<file path="config.mk">
export PLATFORM = sky130hd
export DESIGN_NAME = fare_arbiter
export DESIGN_NICKNAME = d
export VERILOG_FILES = /design/src/rtl/fare_arbiter.sv
export SDC_FILE = /design/constraint.sdc
export NUM_CORES = 1
export LEC_CHECK = 0
export ABC_AREA = 1
export CAP_MARGIN = 25
export CORE_UTILIZATION = 49
export CTS_BUF_LIST = sky130_fd_sc_hd__clkbuf_8
export DETAILED_ROUTE_END_ITERATION = 10
export PLACE_DENSITY_LB_ADDON = 0.05
export SLEW_MARGIN = 25
export SYNTH_ARGS = -nofsm -noshare
export SYNTH_HDL_FRONTEND = slang
export SYNTH_SLANG_ARGS = --single-unit
</file>
<file path="constraint.sdc">
create_clock -name clk -period 1.4 [get_ports clk]
set_input_delay 0.21 -clock clk [delete_from_list [all_inputs] [get_ports clk]]
set_output_delay 0.21 -clock clk [all_outputs]
set_load 0.02 [all_outputs]
</file>
<file path="src/rtl/fare_arbiter.sv">
// fare_arbiter -- round-robin arbiter granting four fare gates access to one
// shared fare processor. One transaction at a time: pick a gate, pulse
// bal_start, wait for bal_done, then return a one-cycle ack with the result.
//
// Ports
//   clk        in   system clock, rising edge
//   rst        in   synchronous active-high reset
//   req[3:0]   in   per-gate request, held until that gate's ack
//   bal_done   in   processor finished (one-cycle pulse)
//   bal_ok     in   processor result, valid with bal_done
//   bal_start  out  one-cycle launch pulse to the processor
//   bal_gate   out  index of the gate being served
//   ack[3:0]   out  one-hot, one-cycle acknowledge to the served gate
//   ack_ok     out  result for the acknowledged gate, 0 when ack == 0
//   busy       out  high whenever the FSM is not idle
//   timeout    out  one-cycle pulse when a transaction is aborted by timeout
//
// Build option
//   FARE_ARB_TIMEOUT_EN  when defined, a wait of 200 cycles without bal_done
//                        aborts the transaction with ack_ok = 0, timeout = 1.
//                        When undefined, the FSM waits indefinitely and
//                        timeout is tied low.

module fare_arbiter (
  input  logic       clk,
  input  logic       rst,
  input  logic [3:0] req,
  input  logic       bal_done,
  input  logic       bal_ok,
  output logic       bal_start,
  output logic [1:0] bal_gate,
  output logic [3:0] ack,
  output logic       ack_ok,
  output logic       busy,
  output logic       timeout
);

  typedef enum logic [1:0] {
    S_IDLE  = 2'd0,
    S_START = 2'd1,
    S_WAIT  = 2'd2,
    S_ACK   = 2'd3
  } state_t;

  state_t     state_q;
  logic [1:0] ptr_q;
  logic [1:0] gate_q;
  logic       start_q;
  logic [3:0] ack_q;
  logic       res_q;
  logic       busy_q;
  logic [1:0] grant_d;

`ifdef FARE_ARB_TIMEOUT_EN
  localparam logic [7:0] WAIT_LAST = 8'd199;
  logic [7:0] cnt_q;
  logic       tmo_q;
`endif

  // First requesting gate in scan order ptr, ptr+1, ... (2-bit wrap).
  // Scanning from the far end lets the nearest hit overwrite later ones.
  function automatic logic [1:0] rr_pick(input logic [3:0] r, input logic [1:0] p);
    logic [1:0] idx;
    rr_pick = p;
    for (int k = 3; k >= 0; k--) begin
      idx = p + 2'(k);
      if (r[idx]) rr_pick = idx;
    end
  endfunction

  function automatic logic [3:0] onehot(input logic [1:0] g);
    onehot = 4'b0001 << g;
  endfunction

  always_comb begin
    grant_d = rr_pick(req, ptr_q);
  end

  always_ff @(posedge clk) begin
    if (rst) begin
      state_q <= S_IDLE;
      ptr_q   <= 2'd0;
      gate_q  <= 2'd0;
      start_q <= 1'b0;
      ack_q   <= 4'd0;
      res_q   <= 1'b0;
      busy_q  <= 1'b0;
`ifdef FARE_ARB_TIMEOUT_EN
      cnt_q   <= 8'd0;
      tmo_q   <= 1'b0;
`endif
    end else begin
      // Pulse outputs default low; the captured result lives only in ACK.
      start_q <= 1'b0;
      ack_q   <= 4'd0;
      res_q   <= 1'b0;
`ifdef FARE_ARB_TIMEOUT_EN
      tmo_q   <= 1'b0;
`endif
      case (state_q)
        S_IDLE: begin
          if (|req) begin
            gate_q  <= grant_d;
            start_q <= 1'b1;
            busy_q  <= 1'b1;
            state_q <= S_START;
          end else begin
            busy_q  <= 1'b0;
          end
        end

        // bal_done is deliberately ignored here; only WAIT listens to it.
        S_START: begin
          state_q <= S_WAIT;
`ifdef FARE_ARB_TIMEOUT_EN
          cnt_q   <= 8'd0;
`endif
        end

        S_WAIT: begin
          if (bal_done) begin
            res_q   <= bal_ok;
            ack_q   <= onehot(gate_q);
            state_q <= S_ACK;
`ifdef FARE_ARB_TIMEOUT_EN
          end else if (cnt_q == WAIT_LAST) begin
            // 200th wait cycle ended with no answer: abort with failure.
            res_q   <= 1'b0;
            ack_q   <= onehot(gate_q);
            tmo_q   <= 1'b1;
            state_q <= S_ACK;
          end else begin
            cnt_q   <= cnt_q + 8'd1;
`endif
          end
        end

        // Served gate drops to lowest priority for the next arbitration.
        S_ACK: begin
          ptr_q   <= gate_q + 2'd1;
          busy_q  <= 1'b0;
          state_q <= S_IDLE;
        end

        default: begin
          busy_q  <= 1'b0;
          state_q <= S_IDLE;
        end
      endcase
    end
  end

  assign bal_start = start_q;
  assign bal_gate  = gate_q;
  assign ack       = ack_q;
  assign ack_ok    = res_q;
  assign busy      = busy_q;

`ifdef FARE_ARB_TIMEOUT_EN
  assign timeout   = tmo_q;
`else
  assign timeout   = 1'b0;
`endif

endmodule

</file>
==> impl_metrics.toml, run 1 <==
[global_route]
grt_use_met3 = 0.0852
gr-total-overflow = 0
grt_start_max_net_pins = 8
antenna_found_initial = 0
track_usage = 0.221
busiest_layer = "met2"
grt_pass1_wl_mm = 2.30
use_met1 = 0.276
use_met2 = 0.352
grt_pass1_vias = 570

[detailed_routing]
drt-initial-drc-count = 16
dr.pass1.iters = 4
postRouteWirelength_mm = 1.35
wl_per_cell_um = 9.49
dr_total_vias = 682
drc = 0
antenna_left = 0
viasPerCell = 4.80

[setup_path]
crit_fanout = 1
cp.required_ns = 1.19
crit_type = "register to primary output"
critPathArrivalTime_ns = 1.15
start_kind = "register"
critPathBufInv = 1
critPathSlowestCell = "clkdlybuf4s50_1"
r2r_slack_ns = 0.16
path_delay_family = "buffers and inverters"
crit_cells = 1
endpoint_kind = "primary output"
reg2reg_depth = 11
r2r-end = "bal_gate[0]"
max_stage_delay_ns = 0.59
r2r-start = "ptr_q[0]"
crit_chain = "clkdlybuf4s50_1"

[cts]
clock_path_buffers = 2
clockRootBuffer = "clkbuf_8"
htree_levels = 1
clk_pin_slew_ns = 0.06
clk_latency_ns = 0.24
cts_num_sinks = 13
cts_tree = "built"
cts_inserted_buffers = 3
holdBufCountCts = 0

[timing]
clock.fmax_mhz = 737
fin_crit_ns = 1.36
fin_skew_ns = 0.00485
maxSlewViolCount = 0
finalHoldViolations = 0
final.period_utilization = 0.969
setup_viol = 0

[final_layout]
antenna_cells = 0
regArea_um2 = 265
drive_gt1_frac = 0.118
fillers = 118
final_area_um2 = 948
syn_to_final_growth_pct = 38.3
nets = 139
final-instance-count-excl-fill = 142
multi_input_area_um2 = 343

[worst_hold_path]
min-delay-start = "bal_ok"
hold_path_class = "primary input to register"
holdPathStages = 3
holdPathEnd = "ack_ok"

[placement]
gp_congestion = 0.835
place_area_um2 = 883
dp_hpwl_mm = 1.06
dp.cells = 138
io_buffers = 16

[power]
vdd.ir_drop.worst_mv = 1.16
p_leak_nw = 0.543
p_per_area_nw_per_um2 = 1780
total_power_mw = 1.69

[die]
core_area_um2 = 1300
dieArea_um2 = 1550
die_x_um = 39.4
initial_core_util = 0.527
io_pins = 18
die_height_um = 39.4
rows = 13

[synth]
synth_top_area_share = 0.380
synth_top_area_cell = "dfxtp_1"
ys_top_cells_by_count = "nand2_1, inv_1, dfxtp_1"
synth_seq_area_share = 0.380
synth_top_flop_cell = "dfxtp_1"
synthMostInstantiatedCell = "nand2_1"
synthesis.nets = 115
netlist_instances = 104
async_flop_share = 0
yosys_warnings = 0
synth-edff-count = 0
ys_top_cells_by_area = "dfxtp_1, nand2_1, inv_1"
yosysUniqueCellTypes = 20
syn-cell-area_um2 = 686
ys_seq_elements = 13
avgSynthCellArea_um2 = 6.59

[flow_run]
drv_cap = 0

[status]
outcome = "complete, no violations"
sequential cells by signal, summed over array words and instances, names as in the netlist:
name / flops
ptr_q: 2
bal_start: 1
state_q: 2
bal_gate: 2
ack: 4
ack_ok: 1
busy: 1
cells by family (layout without fill, tap and decap cells):
family,count (synthesis),after routing,synth area share
and+or+nand+nor,50,50,0.301
AOI/OAI and AO/OA,16,16,0.128
buffers and inverters,21,44,0.131
other,1,1,0.00547
DFF,13,13,0.380
adders and majority gates,3,3,0.0548
timing repair:
action                     in CTS  in global routing
setup buffers                   0                  0
pin swaps                       0                  0
hold endpoints to repair        0                  0
setup endpoints to repair       2                  5
gates resized for setup         2                  9
report_power, final:
group,leakage (nW),total [mW],switching (mW),internal [mW]
clock network,0.0269,0.328,0.134,0.194
registers,0.108,0.549,0.0745,0.475
logic,0.409,0.813,0.461,0.352
placed cells by master, fill, tap and decap left out, types with 2 or more instances in the layout:
cell type / Yosys / layout
a21oi_1: 5 / 5
nand2_1: 28 / 27
nor2_1: 9 / 9
ha_1: 3 / 3
dlygate4sd2_1: 0 / 2
buf_4: 1 / 5
inv_1: 17 / 18
dfxtp_1: 13 / 11
nand2_2: 1 / 2
nor3_1: 2 / 2
inv_2: 2 / 2
nand3_1: 9 / 8
dlymetal6s2s_1: 0 / 4
clkbuf_8: 0 / 3
clkdlybuf4s50_1: 0 / 10
o21ai_0: 6 / 6
metal layers:
layer	wire, um	vias to the layer above
met2	594	15
li1	-	374
met5	0	-
met3	68	2
met4	13	0
met1	671	291
worst max-delay path by stage:
stage	from	endpoint	slack, ns
4_1_cts	ack[3]	ack[3]	0.006
6_report	bal_start	bal_start	0.04
2_1_floorplan	ptr_q[0]	bal_gate[0]	0.26
3_5_place_dp	req[3]	bal_gate[0]	-0.12
3_3_place_gp	req[3]	bal_gate[0]	-0.09
5_1_grt	req[3]	bal_gate[0]	-0.0007
cell type report:
type                            instances  share of cell area
Multi-Input combinational cell         70               0.361
Inverter                               19              0.0752
Tap cell                               15              0.0198
Clock inverter                          1             0.00396
Timing Repair Buffer                   21               0.216
Clock buffer                            3              0.0435
Sequential cell                        13               0.280
metrics by stage:
| stage | setup TNS [ns] | util | hold slack [ns] | worst slack (ns) |
|---|---|---|---|---|
| 2_1_floorplan | 0 | - | 0.282 | 0.257 |
| 3_3_place_gp | -0.0952 | 0.679 | 0.487 | -0.0883 |
| 3_5_place_dp | -0.154 | 0.679 | 0.489 | -0.116 |
| 4_1_cts | 0 | 0.712 | 0.481 | 0.00612 |
| 5_1_grt | -0.000731 | 0.729 | 0.496 | -0.000731 |
| 6_report | 0 | 0.729 | 0.485 | 0.0427 |
(Power assumes the default switching activity.)
==> run 2: changes to the inputs <==
--- a/config.mk
+++ b/config.mk
@@ -7,10 +7,12 @@
 export LEC_CHECK = 0
 export ABC_AREA = 1
 export CAP_MARGIN = 25
-export CORE_UTILIZATION = 49
+export CORE_UTILIZATION = 52
 export CTS_BUF_LIST = sky130_fd_sc_hd__clkbuf_8
+export CTS_CLUSTER_DIAMETER = 50
 export DETAILED_ROUTE_END_ITERATION = 10
 export PLACE_DENSITY_LB_ADDON = 0.05
+export SETUP_SLACK_MARGIN = 0.15
 export SLEW_MARGIN = 25
 export SYNTH_ARGS = -nofsm -noshare
 export SYNTH_HDL_FRONTEND = slang
==> constraint.sdc (replaced) <==
create_clock -name clk -period 1.7 [get_ports clk]
set_input_delay 0.255 -clock clk [delete_from_list [all_inputs] [get_ports clk]]
set_output_delay 0.255 -clock clk [all_outputs]
set_load 0.02 [all_outputs]
==> run 2 against run 1 <==
Clock-buffer cell count unchanged. Critical path depth unchanged. Global-route usage increased by 0.34 points. Sequential power decreased by 15%.
==> impl_metrics.toml, run 2 (synthesis gave the netlist of run 1 again) <==
[detailed_routing]
antenna_left = 0
postRouteWirelength_mm = 1.41
dr.pass1.iters = 4
drc = 0
wl_per_cell_um = 10.4
dr_total_vias = 678
drt-initial-drc-count = 14
viasPerCell = 4.99

[cts]
clock_path_buffers = 2
clockRootBuffer = "clkbuf_8"
cts_inserted_buffers = 3
cts_tree = "built"
clk_latency_ns = 0.24
htree_levels = 1
clk_pin_slew_ns = 0.06
cts_num_sinks = 13
holdBufCountCts = 0

[timing]
tns_ns = 0
maxSlewViolCount = 0
setup_viol = 0
fin_crit_ns = 1.44
final.period_utilization = 0.848
rsz0062_at_grt = "no"
fin_skew_ns = 0.00378
clock.fmax_mhz = 694
finalHoldViolations = 0

[global_route]
grt_pass1_vias = 593
grt_pass1_wl_mm = 2.26
gr-total-overflow = 0
use_met2 = 0.335
busiest_layer = "met2"
grt_use_met3 = 0.0349
antenna_found_initial = 0
grt_start_max_net_pins = 11
use_met1 = 0.303
track_usage = 0.225

[die]
io_pins = 18
dieArea_um2 = 1470
initial_core_util = 0.585
rows = 12
core_area_um2 = 1170
die_x_um = 38.3
die_height_um = 38.3

[setup_path]
endpoint_kind = "primary output"
crit_cells = 1
reg2reg_depth = 11
r2r_slack_ns = 0.35
critPathSlowestCell = "clkdlybuf4s50_1"
path_delay_family = "buffers and inverters"
crit_chain = "clkdlybuf4s50_1"
max_stage_delay_ns = 0.61
crit_type = "register to primary output"
critPathArrivalTime_ns = 1.19
crit_fanout = 2
cp.required_ns = 1.44
critPathBufInv = 1
start_kind = "register"

[placement]
dp.cells = 132
io_buffers = 16
gp_congestion = 0.824
dp_hpwl_mm = 1.07

[status]
outcome = "complete, no violations"

[worst_hold_path]
holdPathStages = 2
hold_path_class = "register to register"

[final_layout]
antenna_cells = 0
syn_to_final_growth_pct = 30.1
largest_reg_flops = 4
fillers = 98
final_cell_mix = "nand2_1, inv_1, clkdlybuf4s50_1"
final_common_cell = "nand2_1"
nets = 134
final-instance-count-excl-fill = 136
drive_gt1_frac = 0.0574

[power]
p_per_area_nw_per_um2 = 1520
p_leak_nw = 0.459
vdd.ir_drop.worst_mv = 0.820

[flow_run]
drv_cap = 0
## run 2: cell count changes in the layout (fill, tap and decap cells not counted), sizes merged
cell,delta
clkdlybuf4s50,+4
dlygate4sd2,-1
dlymetal6s2s,-3
buf,-5
## run 2: cell type report
cell class / instances / area (um^2) / share of cell area
multi-input combinational: 70 / 335 / 0.376
sequential: 13 / 262 / 0.293
timing repair buffer: 16 / 161 / 0.181
inverter: 19 / 71.3 / 0.0799
clock buffer: 3 / 41.3 / 0.0463
tap: 14 / 17.5 / 0.0196
clock inverter: 1 / 3.75 / 0.00421
## run 2: power by group
group / leakage (nW) / internal [mW] / switching [mW]
Sequential: 0.107 / 0.388 / 0.0793
Clock: 0.0269 / 0.159 / 0.112
Combinational: 0.325 / 0.247 / 0.369
## run 2: per-layer routing
layer	vias to the layer above	wire length, um
met5	-	0
met4	0	10
met3	2	61
met2	24	641
met1	291	701
li1	361	-
## run 2: stage by stage
step | hold slack (ns) | util | worst slack, ns | power, mW | instance area, um^2
after floorplan | 0.327 | - | 0.557 | 0.901 | 686
after CTS | 0.494 | 0.759 | 0.180 | 1.36 | 888
after global placement | 0.490 | 0.721 | 0.159 | 1.07 | 845
after global routing | 0.525 | 0.762 | 0.185 | 1.45 | 892
after detailed placement | 0.487 | 0.721 | 0.0760 | 1.10 | 845
final | 0.495 | 0.762 | 0.259 | 1.36 | 892
## run 2: repair_timing
action / in CTS / in global routing
hold endpoints to repair: 0 / 0
setup endpoints to repair: 1 / 2
buffers inserted: 0 / 0
resized for setup: 1 / 2
## run 2: worst paths after layout
check,startpoint,endpoint
max,busy,busy
min,state_q[1],state_q[1]
max reg2reg,ptr_q[0],bal_gate[0]
min reg2reg,state_q[1],state_q[1]
## run 2: worst reg2reg max path: cells and delay by family (launching register included)
family / cells / cell delay, ns
simple gates: 9 / 0.69
flops: 1 / 0.42
buf+inv: 2 / 0.14
